File: config.mk
export PLATFORM = sky130hd
export DESIGN_NAME = shift_ctrl
export DESIGN_NICKNAME = d
export VERILOG_FILES = /design/src/rtl/shift_ctrl.sv
export SDC_FILE = /design/constraint.sdc
export NUM_CORES = 1
export LEC_CHECK = 0
export CAP_MARGIN = 20
export CORE_ASPECT_RATIO = 2
export CORE_MARGIN = 1
export CORE_UTILIZATION = 53
export CTS_CLUSTER_DIAMETER = 50
export DETAILED_ROUTE_END_ITERATION = 6
export GPL_ROUTABILITY_DRIVEN = 0
export PLACE_DENSITY = 0.85
export SYNTH_ARGS = -nofsm -noshare
export SYNTH_HDL_FRONTEND = slang
export SYNTH_SLANG_ARGS = --single-unit
File: constraint.sdc
create_clock -name clk -period 3.3 [get_ports clk]
set_input_delay 0.66 -clock clk [delete_from_list [all_inputs] [get_ports clk]]
set_output_delay 0.66 -clock clk [all_outputs]
set_load 0.1 [all_outputs]
File: src/rtl/shift_ctrl.sv
// Shift controller: captures a shift request, drives an external rotator, then
// masks / sign-fills the rotated value and computes the ARM-style carry-out.
module shift_ctrl (
    input  logic        clk,
    input  logic        rst_n,
    input  logic        in_valid,
    output logic        in_ready,
    input  logic [2:0]  op,
    input  logic [7:0]  amt,
    input  logic [31:0] data,
    input  logic        c_in,
    output logic [31:0] bs_data,
    output logic [4:0]  bs_amt,
    output logic        bs_dir,
    input  logic [31:0] bs_out,
    output logic        out_valid,
    input  logic        out_ready,
    output logic [31:0] result,
    output logic        c_out
);

    typedef enum logic [1:0] {IDLE, ROT, FIX, DONE} state_t;

    localparam logic [2:0] OP_LSL = 3'b000;
    localparam logic [2:0] OP_LSR = 3'b001;
    localparam logic [2:0] OP_ASR = 3'b010;
    localparam logic [2:0] OP_ROR = 3'b011;
    localparam logic [2:0] OP_RRX = 3'b100;

    state_t      state_q, state_d;
    logic [2:0]  op_q, op_d;
    logic [7:0]  amt_q, amt_d;
    logic [31:0] data_q, data_d;
    logic        c_in_q, c_in_d;
    logic [31:0] rot_q, rot_d;
    logic [31:0] result_q, result_d;
    logic        c_out_q, c_out_d;

    logic [4:0]  n5;
    logic        n_zero;
    logic        n_small;
    logic        n_is32;
    logic [31:0] lo_mask;
    logic [31:0] hi_mask;
    logic [4:0]  lsl_idx;
    logic [4:0]  rsh_idx;
    logic [31:0] fix_res;
    logic        fix_c;

    assign in_ready  = (state_q == IDLE);
    assign out_valid = (state_q == DONE);
    assign result    = result_q;
    assign c_out     = c_out_q;

    always_comb begin
        bs_data = 32'd0;
        bs_amt  = 5'd0;
        bs_dir  = 1'b0;
        if (state_q == ROT) begin
            bs_data = data_q;
            case (op_q)
                OP_LSL: begin
                    bs_dir = 1'b1;
                    bs_amt = amt_q[4:0];
                end
                OP_LSR, OP_ASR, OP_ROR: bs_amt = amt_q[4:0];
                OP_RRX: bs_amt = 5'd1;
                default: bs_amt = 5'd0;
            endcase
        end
    end

    // Amount decode shared by the fix-up stage; n >= 32 is any of amt[7:5] set.
    assign n5      = amt_q[4:0];
    assign n_zero  = (amt_q == 8'd0);
    assign n_small = (amt_q[7:5] == 3'd0);
    assign n_is32  = (amt_q == 8'd32);
    assign lo_mask = 32'hFFFF_FFFF >> n5;
    assign hi_mask = 32'hFFFF_FFFF << n5;
    assign lsl_idx = 5'(6'd32 - {1'b0, n5});
    assign rsh_idx = n5 - 5'd1;

    always_comb begin
        fix_res = data_q;
        fix_c   = c_in_q;
        case (op_q)
            OP_LSL: begin
                if (!n_zero) begin
                    if (n_small) begin
                        fix_res = rot_q & hi_mask;
                        fix_c   = data_q[lsl_idx];
                    end else begin
                        fix_res = 32'd0;
                        fix_c   = n_is32 ? data_q[0] : 1'b0;
                    end
                end
            end
            OP_LSR: begin
                if (!n_zero) begin
                    if (n_small) begin
                        fix_res = rot_q & lo_mask;
                        fix_c   = data_q[rsh_idx];
                    end else begin
                        fix_res = 32'd0;
                        fix_c   = n_is32 ? data_q[31] : 1'b0;
                    end
                end
            end
            OP_ASR: begin
                if (!n_zero) begin
                    if (n_small) begin
                        fix_res = (rot_q & lo_mask) | ({32{data_q[31]}} & ~lo_mask);
                        fix_c   = data_q[rsh_idx];
                    end else begin
                        fix_res = {32{data_q[31]}};
                        fix_c   = data_q[31];
                    end
                end
            end
            OP_ROR: begin
                // With n[4:0]==0 the rotator returns data unchanged, so one rule covers both cases.
                if (!n_zero) begin
                    fix_res = rot_q;
                    fix_c   = rot_q[31];
                end
            end
            OP_RRX: begin
                fix_res = {c_in_q, rot_q[30:0]};
                fix_c   = data_q[0];
            end
            default: begin
                fix_res = data_q;
                fix_c   = c_in_q;
            end
        endcase
    end

    always_comb begin
        state_d  = state_q;
        op_d     = op_q;
        amt_d    = amt_q;
        data_d   = data_q;
        c_in_d   = c_in_q;
        rot_d    = rot_q;
        result_d = result_q;
        c_out_d  = c_out_q;
        case (state_q)
            IDLE: begin
                if (in_valid) begin
                    op_d    = op;
                    amt_d   = amt;
                    data_d  = data;
                    c_in_d  = c_in;
                    state_d = ROT;
                end
            end
            ROT: begin
                rot_d   = bs_out;
                state_d = FIX;
            end
            FIX: begin
                result_d = fix_res;
                c_out_d  = fix_c;
                state_d  = DONE;
            end
            DONE: begin
                if (out_ready) state_d = IDLE;
            end
            default: state_d = IDLE;
        endcase
    end

    always_ff @(posedge clk or negedge rst_n) begin
        if (!rst_n) begin
            state_q  <= IDLE;
            op_q     <= 3'd0;
            amt_q    <= 8'd0;
            data_q   <= 32'd0;
            c_in_q   <= 1'b0;
            rot_q    <= 32'd0;
            result_q <= 32'd0;
            c_out_q  <= 1'b0;
        end else begin
            state_q  <= state_d;
            op_q     <= op_d;
            amt_q    <= amt_d;
            data_q   <= data_d;
            c_in_q   <= c_in_d;
            rot_q    <= rot_d;
            result_q <= result_d;
            c_out_q  <= c_out_d;
        end
    end

endmodule

==> impl_metrics.env, run 1 <==
export IMPL_outcome="complete, but fails checks"
export IMPL_violations="DRC"
export IMPL_cts_resized=0
export IMPL_cp_start_kind="register"
export IMPL_post_cts_buffers=0
export IMPL_wl_per_cell_um=25.26
export IMPL_worst_r2r_endpoint="c_out$_DFFE_PN0P_"
export IMPL_synth_avg_cell_area_um2=9.398
export IMPL_finalCritPeriodShare_pct=91.84
export IMPL_die_x_um=86.64
export IMPL_fin_skew_ns=0.01067
export IMPL_fmax_mhz=329.9
export IMPL_clockBufferDepth=2
export IMPL_maxSlewViolCount=0
export IMPL_clk_latency_ns=0.37
export IMPL_relSlewSlack_pct=25.25
export IMPL_drt_wl_total_um=28520
export IMPL_netlist_top_cells_area="dfrtp_1, mux2_2, o21ai_0, a21oi_1, and2_1"
export IMPL_r2r_slack_ns=0.32
export IMPL_path_buf_inv=2
export IMPL_synth_top_area_share_pct=36.58
export IMPL_vias=7836
export IMPL_antenna_found_initial=1
export IMPL_vias_per_cell=6.941
export IMPL_criticalPathCategory="reg -> out"
export IMPL_die_h_um=171.3
export IMPL_rsz0062_at_grt="false"
export IMPL_drt_iter0_markers=1379
export IMPL_dpl_hpwl_um=19730
export IMPL_clock_sinks=111
export IMPL_drc_errors=97
export IMPL_groute_usage_overall_pct=39.49
export IMPL_ys_warn_count=0
export IMPL_drt_pass1_iter_count=7
export IMPL_tightest_slew_ns=1.121
export IMPL_syn_area_mm2=0.007594
export IMPL_ys_async_sr_fraction_pct=100.0
export IMPL_cp_arrival_ns=2.37
export IMPL_fin_setup_tns_ns=0
export IMPL_cpLargestDelayFamily="flip-flops"
export IMPL_grt_overflow_total=0
export IMPL_critPathSlowestCell="dfrtp_1"
export IMPL_crit_chain="buf_4 > nand2_1 > o21ai_0 > and2_1 > buf_12"
export IMPL_critPathMaxStageDelay_ns=1.08
export IMPL_setup_viol=0
export IMPL_start_util_pct=54.37
export IMPL_hold_class="in -> async"
export IMPL_coreArea_mm2=0.01397
export IMPL_cp_end_kind="primary output"
export IMPL_cts_tree="done"
export IMPL_cap_viol_max_count=0
export IMPL_syn_nets=897
export IMPL_clk_pin_slew_ns=0.09
export IMPL_dieArea_mm2=0.01484
export IMPL_reg2reg_depth=9
export IMPL_post_route_util_pct=68.02
export IMPL_ys_ff_latch=111
export IMPL_synth_top_cell_by_area="dfrtp_1"
export IMPL_cp_max_fo=28
export IMPL_grt_pass1_vias=7495
export IMPL_synth_edf_count=0
export IMPL_grt_pass1_wl_um=42820
export IMPL_final_nets=1023
export IMPL_synthToLayoutAreaGrowth_pct=25.11
export IMPL_required_ns=2.64
export IMPL_yosys_cell_types_count=72
export IMPL_seq_area_frac_synth_pct=36.58
export IMPL_clockRootBuffer="clkbuf_16"
export IMPL_hold_viol=0
export IMPL_ys_flop_type="dfrtp_1"
export IMPL_io_pins=153
export IMPL_fp_row_count=61
export IMPL_cts_buffers=9
export IMPL_cts_max_level=3
export IMPL_final_antenna_net_count=0
export IMPL_syn_inst=808
export IMPL_regToRegStartpoint="amt_q[1]$_DFFE_PN0P_"
export IMPL_hold_buffers=0
export IMPL_portBuffers=152
export IMPL_drive_gt1_share_pct=24.28
export IMPL_grt_max_degree=64
export IMPL_fillers=1104
export IMPL_min_period_ns=3.031
## how the worst max path moves through the flow
stage / start / endpoint / cells after the start
6_report: op_q[2]$_DFFE_PN0P_ / bs_amt[0] / 5
4_1_cts: amt_q[1]$_DFFE_PN0P_ / c_out$_DFFE_PN0P_ / 9
2_1_floorplan: amt_q[0]$_DFFE_PN0P_ / c_out$_DFFE_PN0P_ / 12
3_5_place_dp: amt_q[1]$_DFFE_PN0P_ / c_out$_DFFE_PN0P_ / 9
5_1_grt: amt_q[1]$_DFFE_PN0P_ / c_out$_DFFE_PN0P_ / 9
3_3_place_gp: amt_q[1]$_DFFE_PN0P_ / c_out$_DFFE_PN0P_ / 9
## cells by family after synthesis
logic type / after synthesis / synth area share [%]
XOR/XNOR: 4 / 0.4614
adder cells (fa/ha/maj): 10 / 1.615
AND/OR/NAND/NOR: 209 / 13.71
multiplexers: 106 / 18.19
AO/OA/AOI/OAI: 273 / 23.25
buffers and inverters: 95 / 6.195
flip-flops: 111 / 36.58
## state kept, by name, summed over array words and instances, names as in the netlist
register	count
state_q	2
c_out	1
op_q	3
result	32
c_in_q	1
amt_q	8
rot_q	32
data_q	32
## routing by layer
layer	vias up	part of all wire (%)	track usage (%)
li1	3261	-	-
met1	3646	31	44.90
met2	698	48	63.98
met3	231	12	9.789
met4	0	9.4	28.33
met5	-	0	0
## cell usage after synthesis, drive strengths merged (10+ instances only)
cell type  count
nand3         12
o21ai         85
mux2i         12
inv           19
dfrtp        111
and2          39
nor3          13
a31oi         14
nand2         59
mux4          16
buf           20
a211oi        10
nor2          51
clkbuf        54
o221ai        16
o22ai         14
a21o          12
a21oi         56
mux2          78
## layout by cell type (no fill, tap or decap), drive strengths merged, types with 3 or more instances in the layout
cell type      count
a221oi             3
nand2             59
or2                3
o21a               3
inv               21
nand3             12
ha                 9
o21ai             85
a211o              6
nor4               3
a21o              12
o22ai             14
clkinv             6
a21oi             56
clkdlybuf4s50     78
nor2b              4
a311oi             7
a22oi              3
o2bb2ai            9
nor3              13
mux2              78
mux4              16
o211ai             4
a211oi            10
nor2              51
dfrtp            111
o31ai              6
nand2b             5
and2              39
buf              111
clkbuf             9
mux2i             12
or4                3
o221ai            16
o31a               3
xnor2              3
a2bb2oi            3
or3                6
a31oi             14
and3               3
## cell type report
type	count	area (um2)	area share, %
diodes	1	2.502	0.02634
clock buffers	9	225.2	2.371
clock inverters	7	112.6	1.185
inverters	21	78.83	0.8297
multi-input cells	602	4365	45.95
flip-flops and latches	111	2778	29.24
well taps	189	236.5	2.489
repair buffers	189	1702	17.91
## through the flow
step	setup WS, ns	area (um2)	std cells	hold slack, ns
5_1_grt	0.1356	9500	1129	0.4253
4_1_cts	0.3148	9498	1128	0.4001
6_report	0.2692	9500	1129	0.3726
3_3_place_gp	0.4189	9160	1112	0.4661
2_1_floorplan	0.3705	7594	808	0.3644
3_5_place_dp	0.3212	9160	1112	0.4702
Power of run 1 is left out: the tool's default activity adds up to more than one toggle a clock period on the data nets, which glitch-free logic cannot reach.
==> run 2, diff against run 1 <==
--- a/config.mk
+++ b/config.mk
@@ -8,11 +8,13 @@
 export CAP_MARGIN = 20
 export CORE_ASPECT_RATIO = 2
 export CORE_MARGIN = 1
-export CORE_UTILIZATION = 53
+export CORE_UTILIZATION = 57
 export CTS_CLUSTER_DIAMETER = 50
 export DETAILED_ROUTE_END_ITERATION = 6
 export GPL_ROUTABILITY_DRIVEN = 0
-export PLACE_DENSITY = 0.85
+export MAX_ROUTING_LAYER = met4
+export PLACE_DENSITY = 0.9
+export SLEW_MARGIN = 30
 export SYNTH_ARGS = -nofsm -noshare
 export SYNTH_HDL_FRONTEND = slang
 export SYNTH_SLANG_ARGS = --single-unit
==> constraint.sdc (replaced) <==
create_clock -name clk -period 3.6 [get_ports clk]
set_input_delay 0.72 -clock clk [delete_from_list [all_inputs] [get_ports clk]]
set_output_delay 0.72 -clock clk [all_outputs]
set_load 0.1 [all_outputs]
==> run 2 against run 1 <==
The run still ends with DRC left. First-iteration DRC count up 19%. Hold slack worse by 0.0097 ns. Clock skew up 0.00099 ns. Utilization up 4.1 points. Flip-flop and latch count unchanged. Global-route usage up 2.2 points. Cell count down 3.8%.
==> impl_metrics.env, run 2 (synthesis results as in run 1) <==
export IMPL_cp_max_fo=16
export IMPL_regToRegStartpoint="amt_q[1]$_DFFE_PN0P_"
export IMPL_grt_max_degree=63
export IMPL_dieArea_mm2=0.01382
export IMPL_fp_row_count=59
export IMPL_cts_buffers=9
export IMPL_cp_arrival_ns=3.44
export IMPL_groute_layer_met2_usage_pct=67.22
export IMPL_grt_overflow_total=0
export IMPL_cp_end_kind="register"
export IMPL_maxSlewViolCount=0
export IMPL_clock_sinks=111
export IMPL_synthToLayoutAreaGrowth_pct=23.46
export IMPL_met1_usage_pct=45.20
export IMPL_drt_wl_total_um=27810
export IMPL_criticalPathCategory="reg -> reg"
export IMPL_io_pins=153
export IMPL_wl_per_cell_um=25.61
export IMPL_setup_viol=0
export IMPL_critPathSlowestCell="ha_1"
export IMPL_antenna_found_initial=2
export IMPL_coreArea_mm2=0.01299
export IMPL_path_buf_inv=2
export IMPL_finalCritPeriodShare_pct=88.83
export IMPL_final_nets=1016
export IMPL_placed_cells=1068
export IMPL_cpLargestDelayFamily="multiplexers"
export IMPL_start_util_pct=58.45
export IMPL_groute_usage_overall_pct=41.66
export IMPL_cts_tree="done"
export IMPL_drc_errors=50
export IMPL_final_cell_mix="dfrtp_1, clkdlybuf4s50_1, o21ai_0"
export IMPL_rsz0062_at_grt="false"
export IMPL_grt_most_used_layer="met2"
export IMPL_cap_viol_max_count=0
export IMPL_portBuffers=152
export IMPL_post_route_util_pct=72.16
export IMPL_hold_buffers=0
export IMPL_fin_skew_ns=0.01165
export IMPL_outcome="complete, but fails checks"
export IMPL_drive_gt1_share_pct=20.92
export IMPL_die_x_um=83.62
export IMPL_final_antenna_net_count=0
export IMPL_grt_use_met3_pct=10.19
export IMPL_drt_pass1_iter_count=7
export IMPL_die_h_um=165.2
export IMPL_clockRootBuffer="clkbuf_16"
export IMPL_post_cts_buffers=0
export IMPL_stdcell_count=1086
export IMPL_cp_startpoint="amt_q[1]$_DFFE_PN0P_"
export IMPL_grt_pass1_vias=7401
export IMPL_dpl_hpwl_um=19100
export IMPL_grt_pass1_wl_um=42060
export IMPL_hold_viol=0
export IMPL_drt_iter0_markers=1644
export IMPL_clk_pin_slew_ns=0.08
export IMPL_final_common_cell="dfrtp_1"
export IMPL_clk_latency_ns=0.37
export IMPL_clockBufferDepth=2
export IMPL_violations="DRC"
export IMPL_tightest_slew_ns=1.023
export IMPL_fin_setup_tns_ns=0
export IMPL_vias=7716
export IMPL_fmax_mhz=312.7
export IMPL_critPathMaxStageDelay_ns=0.66
export IMPL_min_period_ns=3.198
export IMPL_cts_resized=0
export IMPL_required_ns=3.84
export IMPL_cp_start_kind="register"
export IMPL_hold_class="in -> async"
export IMPL_cts_max_level=3
export IMPL_relSlewSlack_pct=31.59
export IMPL_fillers=930
export IMPL_crit_chain="inv_1 > ha_1 > inv_1 > ha_1 > mux4_2 > mux4_2 > nand2_1 > a31oi_1 > a2111o_1"
export IMPL_vias_per_cell=7.105
## run 2: changes by cell type in the layout (fill, tap and decap cells not counted)
cell | previous run | this run
buf_12 | 7 | 2
bufinv_16 | 1 | 0
clkinv_8 | 4 | 2
buf_4 | 104 | 76
clkdlybuf4s50_1 | 78 | 104
clkbuf_8 | 0 | 1
inv_6 | 2 | 4
diode_2 | 1 | 2
## run 2: worst register-to-register path: cells and delay by family (launching register included)
family          cells  cell delay (ns)
buf+inv             2             0.18
flops               1             0.38
mux                 2             1.10
simple gates        1             0.08
compound gates      2             0.46
fa+ha+maj           2             0.88
## run 2: worst paths after layout
path                            cells past startpoint  slack, ns                endpoint
worst max-delay path                                9       0.40       c_out$_DFFE_PN0P_
worst min-delay path                                1       0.36   rot_q[30]$_DFFE_PN0P_
worst max register to register                      9       0.40       c_out$_DFFE_PN0P_
worst min register to register                      1       0.48  result[31]$_DFFE_PN0P_
max in group asynchronous                           2       2.47   data_q[8]$_DFFE_PN0P_
min in group clk                                    1       0.48  result[31]$_DFFE_PN0P_
## run 2: layout make-up
cell class,instances,area [um2],area share [%]
Multi-Input combinational cell,602,4365,46.56
Sequential cell,111,2778,29.63
Timing Repair Buffer,182,1652,17.62
Clock buffer,10,239.0,2.549
Tap cell,152,190.2,2.029
Inverter,21,78.83,0.8408
Clock inverter,6,67.56,0.7207
Antenna cell,2,5.005,0.05338
## run 2: routing by layer
| metal | vias to the layer above | share of wire, % |
|---|---|---|
| met5 | - | 0 |
| met4 | 0 | 8.6 |
| met3 | 225 | 11 |
| met2 | 675 | 49 |
| met1 | 3568 | 31 |
| li1 | 3248 | - |
## run 2: per-stage QoR
step	hold WS (ns)	setup slack (ns)	instance area, um2
floorplan	0.4244	0.6253	7594
global placement	0.4619	0.5718	9064
detailed placement	0.4685	0.4931	9064
CTS	0.3939	0.3998	9370
global route	0.4273	0.2327	9375
finish	0.3630	0.4021	9375
Power of run 2 is left out for the same reason.
